`src/rtl/df_coeff_loader.sv`:
```
// ============================================================================
// Module   : df_coeff_loader
// Purpose  : Serial coefficient loader with atomic commit of a shadow bank onto
//            the direct-form-I filter's packed coefficient bus.
// Options  : DF_COEFF_DEFAULT_EN - reset to an identity set (h[0] = 2^Q).
// Revision : 1.0 - initial release
// ============================================================================
`default_nettype none

module df_coeff_loader #(
    parameter int N           = 3,
    parameter int COEFF_WIDTH = 16,
    parameter int Q           = 14,
    parameter int GEN_WIDTH   = 8
) (
    input  logic                           clk,
    input  logic                           rst,
    input  logic                           load_start,
    input  logic                           coeff_valid,
    output logic                           coeff_ready,
    input  logic [COEFF_WIDTH-1:0]         coeff_data,
    input  logic                           commit_en,
    output logic [COEFF_WIDTH*(N+1)-1:0]   packed_coeffs,
    output logic                           busy,
    output logic                           load_done,
    output logic                           overrun,
    output logic [GEN_WIDTH-1:0]           bank_gen
);

    localparam int c_bank_w = COEFF_WIDTH * (N + 1);
    localparam int c_idx_w  = (N > 0) ? $clog2(N + 1) : 1;

`ifdef DF_COEFF_DEFAULT_EN
    localparam bit c_default_en = 1'b1;

    if (Q >= COEFF_WIDTH - 1) begin : g_q_range_check
        $error("df_coeff_loader: Q must be smaller than COEFF_WIDTH-1");
    end
`else
    localparam bit c_default_en = 1'b0;
`endif

    localparam logic [COEFF_WIDTH-1:0] c_identity_h0 = COEFF_WIDTH'(1) << Q;
    localparam logic [c_bank_w-1:0]    c_reset_bank  =
        c_default_en ? c_bank_w'(c_identity_h0) : '0;
    localparam logic [c_idx_w-1:0]     c_idx_last    = c_idx_w'(N);
    localparam logic [c_idx_w-1:0]     c_idx_one     = c_idx_w'(1);
    localparam logic [GEN_WIDTH-1:0]   c_gen_one     = GEN_WIDTH'(1);

    typedef enum logic [1:0] {
        ST_IDLE        = 2'd0,
        ST_LOAD        = 2'd1,
        ST_WAIT_COMMIT = 2'd2
    } state_t;

    state_t                   r_state;
    logic [c_idx_w-1:0]       r_index;
    logic [COEFF_WIDTH-1:0]   r_shadow [0:N];
    logic [c_bank_w-1:0]      r_packed;
    logic                     r_ready;
    logic                     r_busy;
    logic                     r_done;
    logic                     r_overrun;
    logic [GEN_WIDTH-1:0]     r_gen;

    always_ff @(posedge clk or posedge rst) begin
        if (rst) begin
            r_state   <= ST_IDLE;
            r_index   <= '0;
            r_packed  <= c_reset_bank;
            r_ready   <= 1'b0;
            r_busy    <= 1'b0;
            r_done    <= 1'b0;
            r_overrun <= 1'b0;
            r_gen     <= '0;
            for (int k = 0; k <= N; k++) begin
                r_shadow[k] <= c_reset_bank[COEFF_WIDTH*k +: COEFF_WIDTH];
            end
        end else begin
            r_done    <= 1'b0;
            r_overrun <= 1'b0;
            case (r_state)
                ST_IDLE: begin
                    if (load_start) begin
                        r_state <= ST_LOAD;
                        r_index <= '0;
                        r_ready <= 1'b1;
                        r_busy  <= 1'b1;
                    end
                end
                ST_LOAD: begin
                    // A restart wins over a beat presented in the same cycle.
                    if (load_start) begin
                        r_overrun <= 1'b1;
                        r_index   <= '0;
                    end else if (coeff_valid) begin
                        r_shadow[r_index] <= coeff_data;
                        if (r_index == c_idx_last) begin
                            r_state <= ST_WAIT_COMMIT;
                            r_ready <= 1'b0;
                        end else begin
                            r_index <= r_index + c_idx_one;
                        end
                    end
                end
                ST_WAIT_COMMIT: begin
                    if (commit_en) begin
                        for (int k = 0; k <= N; k++) begin
                            r_packed[COEFF_WIDTH*k +: COEFF_WIDTH] <= r_shadow[k];
                        end
                        r_gen  <= r_gen + c_gen_one;
                        r_done <= 1'b1;
                    end
                    // A restart coinciding with the commit is not an overrun:
                    // the previous set has just been delivered.
                    if (load_start) begin
                        r_overrun <= !commit_en;
                        r_state   <= ST_LOAD;
                        r_index   <= '0;
                        r_ready   <= 1'b1;
                    end else if (commit_en) begin
                        r_state <= ST_IDLE;
                        r_busy  <= 1'b0;
                    end
                end
                default: begin
                    r_state <= ST_IDLE;
                    r_ready <= 1'b0;
                    r_busy  <= 1'b0;
                end
            endcase
        end
    end

    assign coeff_ready   = r_ready;
    assign packed_coeffs = r_packed;
    assign busy          = r_busy;
    assign load_done     = r_done;
    assign overrun       = r_overrun;
    assign bank_gen      = r_gen;

endmodule

`default_nettype wire

```
`config.mk`:
```
export PLATFORM = sky130hd
export DESIGN_NAME = df_coeff_loader
export DESIGN_NICKNAME = d
export VERILOG_FILES = /design/src/rtl/df_coeff_loader.sv
export SDC_FILE = /design/constraint.sdc
export NUM_CORES = 1
export LEC_CHECK = 0
export ABC_AREA = 1
export CAP_MARGIN = 20
export CORE_AREA = 2 2 134 136
export DETAILED_ROUTE_END_ITERATION = 8
export DIE_AREA = 0 0 136 138
export DONT_BUFFER_PORTS = 1
export PLACE_DENSITY = 0.54
export SLEW_MARGIN = 20
export SYNTH_ARGS = -nofsm -noshare
export SYNTH_HDL_FRONTEND = slang
export SYNTH_SLANG_ARGS = --single-unit
```
`constraint.sdc`:
```
create_clock -name clk -period 6.2 [get_ports clk]
set_input_delay 0 -clock clk [delete_from_list [all_inputs] [get_ports clk]]
set_output_delay 0 -clock clk [all_outputs]
set_load 0.01 [all_outputs]
```
==> impl_metrics.yaml <==
cts:
  cts-htree-levels: 4
  tritoncts.num_buffers: 17
  clock_tree_from_tritoncts: "done"
  tritoncts_num_sinks: 144
  cts_root_buf: "sky130_fd_sc_hd__clkbuf_16"
  worstSkewPairLatency_ns: 0.41
  worst_setup_hold_path_clk_slew_ns: 0.06
  clockBufferDepth: 2
die:
  initial_core_util_pct: 34.20
  chipHeight_um: 138
  io-pin-count: 97
  fp-row-count: 49
  placeableCoreArea_um2: 17530
  floorplan.die_area_um2: 18770
  chipWidth_um: 136
placed_design:
  instance_count_after_placement_with_tap_cells_included: 811
  gp_congestion: 0.7712
  post_dp_cell_area_um2: 6106
  dp_hpwl_um: 9246
  port_buffers: 0
layout:
  stdcell_area_um2: 6950
  flow.area_growth_from_synthesis_pct: 15.90
  final_layout_size_suffix_gt1_share_pct: 12.91
  layout.nets: 654
  finish.cell_count_without_fillers: 865
drt:
  detail_route.iter0.violations: 230
  drt-wirelength-per-cell_um: 15.75
  detailedRoute.firstPassIterationCount: 5
  antenna_violating_nets_post_route: 0
  vias: 3894
  drcViolationCount: 0
  route.final.wire_length_um: 13620
  drt-vias-per-instance: 4.502
worst_setup_path:
  critPathLaunch: "r_state[0]"
  crit-reg2reg-launch: "r_state[0]"
  timing.critical_path.cells: "inv_1 -> ha_1 -> nand2_4 -> buf_4 -> nor2_1 -> nand3_1 -> nand2_1 -> nand2_1 -> inv_1"
  peak_fanout_along_the_critical_path: 89
  cp.buffers_inverters: 3
  critPathCaptureType: "flip-flop"
  setup.worst_path.class: "flip-flop to flip-flop"
  slowest_delay_ns: 0.67
  rr_worst_depth: 9
  worst-endpoint-arrival_ns: 2.77
  critical_path_required_ns: 6.51
  worst-r2r-setup-slack_ns: 3.74
  critical-path-top-delay-family: "buffers and inverters"
  worstSetupStartpointType: "flip-flop"
  library_cell_contributing_the_largest_single_delay_on_the_critical_path: "sky130_fd_sc_hd__buf_4"
  worstReg2RegEnd: "bank_gen[6]"
sta:
  final.min_clock_period_ns: 2.463
  clock-skew-final_ns: 0.006382
  pins_over_their_slew_limit: 0
  max_clock_freq_ghz: 0.4061
  slew-limit-headroom_pct: 32.21
  totalNegativeSetupSlack_ns: 0
  final_min_period_over_clock_period_pct: 39.72
  timing_hold_violations_final: 0
  fin_hold_ws_ns: 0.03264
  unrepaired_setup_endpoints_after_global_routing: "no"
  timing_worst_slew_pin_value_ns: 1.013
  setup_viol: 0
flow_run:
  maxCapViolCount: 0
min_path:
  holdPathStages: 3
  hold_path_class: "input port to flip-flop"
  hold_start: "coeff_valid"
  end_point_of_the_most_critical_hold_path: "r_shadow[35]"
logic_synthesis:
  synth_cells: 607
  synth_sequential_area_ratio_pct: 60.09
  postSynthRegisterBits: 144
  syn-mean-instance-area_um2: 9.880
  post_synthesis_instance_area_um2: 5997
  synth-warning-count: 0
  synth.net_count: 639
  synth.distinct_cells: 24
power_and_ir_drop:
  vdd_drop_max_mv: 0.2178
  cellPowerDensity_nw_per_um2: 505.0
  p_leak_nw: 3.394
global_routing:
  grt_start_max_net_pins: 90
  grtUsageTotal_pct: 15.26
  grt_antenna_before_repair: 1
  grt_pass1_vias: 3835
  grt_first_pass_wirelength_um: 21580
  global_route.overflow_total: 0
status:
  run_status: "finished clean"
-- logic make-up after synthesis --
kind of cell | after synthesis | share of synthesized area [%]
fa+ha+maj | 11 | 2.295
compound gates | 134 | 13.85
buf+inv | 115 | 9.013
simple gates | 198 | 14.02
xor+xnor | 5 | 0.7304
flops | 144 | 60.09
-- worst max path at each step --
stage | endpoint | slack [ns] | depth (start not counted)
final | bank_gen[6] | 3.74 | 9
after global routing | bank_gen[6] | 3.48 | 9
after CTS | bank_gen[6] | 3.73 | 9
after detailed placement | bank_gen[6] | 3.74 | 9
after global placement | bank_gen[6] | 3.83 | 9
after floorplan | bank_gen[0] | 2.33 | 1
-- routing by layer --
metal | GRT usage [%] | part of all wire, %
met3 | 5.867 | 8.0
met2 | 23.72 | 48
met4 | 6.524 | 2.0
met1 | 18.91 | 42
met5 | 0 | 0
-- cell usage after synthesis (all sizes together) --
cell,instances,area share [%]
ha,11,2.3
nand3b,1,0.13
dfrtp,144,60
xnor2,3,0.44
o211ai,1,0.13
clkbuf,6,0.38
buf,21,3.0
nand2,168,11
nor3,1,0.27
o21ai,130,13
nor2,15,1.8
nand4,1,0.10
a21oi,3,0.25
nand3,12,1.2
inv,88,5.6
xor2,2,0.29
-- final cells by class --
type | count | area [µm²]
inverter | 88 | 342.8
clock buffer | 22 | 474.2
antenna | 1 | 2.502
sequential | 144 | 3603
timing repair buffer | 23 | 225.2
clock inverter | 10 | 157.7
multi-input combinational | 348 | 1858
fill | 1713 | 10580
tap | 229 | 286.5
-- where the power goes --
part / internal (mW) / switching, mW
sequential: 1.34 / 0.355
clock: 0.703 / 0.375
combinational: 0.287 / 0.446
total: 2.33 / 1.18
-- repair_timing --
item                      4_1_cts  5_1_grt
buffers inserted                0        0
hold buffers                   21        0
gates resized for setup         0        0
hold endpoints to repair      156        0
-- stage by stage --
stage	total power [mW]	utilization [%]	worst slack (ns)
final	3.510	39.64	3.737
after detailed placement	2.442	34.82	3.744
after global placement	2.397	34.82	3.828
after floorplan	2.223	-	2.334
after global routing	3.753	39.64	3.476
after CTS	3.562	39.62	3.732
-- worst min-delay path, stage by stage --
cell and delay (ns):
sky130_fd_sc_hd__nand3_4 0.16, sky130_fd_sc_hd__nor2_8 0.12, sky130_fd_sc_hd__o21ai_2 0.12
-- flip-flops by register name (all words and copies together), names as in the netlist --
signal,cells
packed_coeffs,64
bank_gen,8
load_done,1
r_index,2
coeff_ready,1
busy,1
r_shadow,64
overrun,1
r_state,2
-- placed cells by master, fill, tap and decap left out, types with 2 or more instances in the layout --
cell type                       synthesis  routed
sky130_fd_sc_hd__a21oi_1                3       3
sky130_fd_sc_hd__buf_4                  2       2
sky130_fd_sc_hd__bufinv_16              0       4
sky130_fd_sc_hd__clkbuf_1               6       2
sky130_fd_sc_hd__clkbuf_16              0      17
sky130_fd_sc_hd__clkbuf_8               0       3
sky130_fd_sc_hd__clkinv_2               0       3
sky130_fd_sc_hd__clkinvlp_4             0       3
sky130_fd_sc_hd__dfrtp_1              144     144
sky130_fd_sc_hd__dlygate4sd3_1          0      21
sky130_fd_sc_hd__ha_1                  11      11
sky130_fd_sc_hd__inv_1                 87      86
sky130_fd_sc_hd__nand2_1              167     167
sky130_fd_sc_hd__nand3_1               11      11
sky130_fd_sc_hd__nor2_1                12      12
sky130_fd_sc_hd__nor2_8                 3       3
sky130_fd_sc_hd__o21ai_0               88      88
sky130_fd_sc_hd__o21ai_2               42      42
sky130_fd_sc_hd__xnor2_1                3       3
sky130_fd_sc_hd__xor2_1                 2       2
No activity file was read; power rests on OpenSTA's default activity.
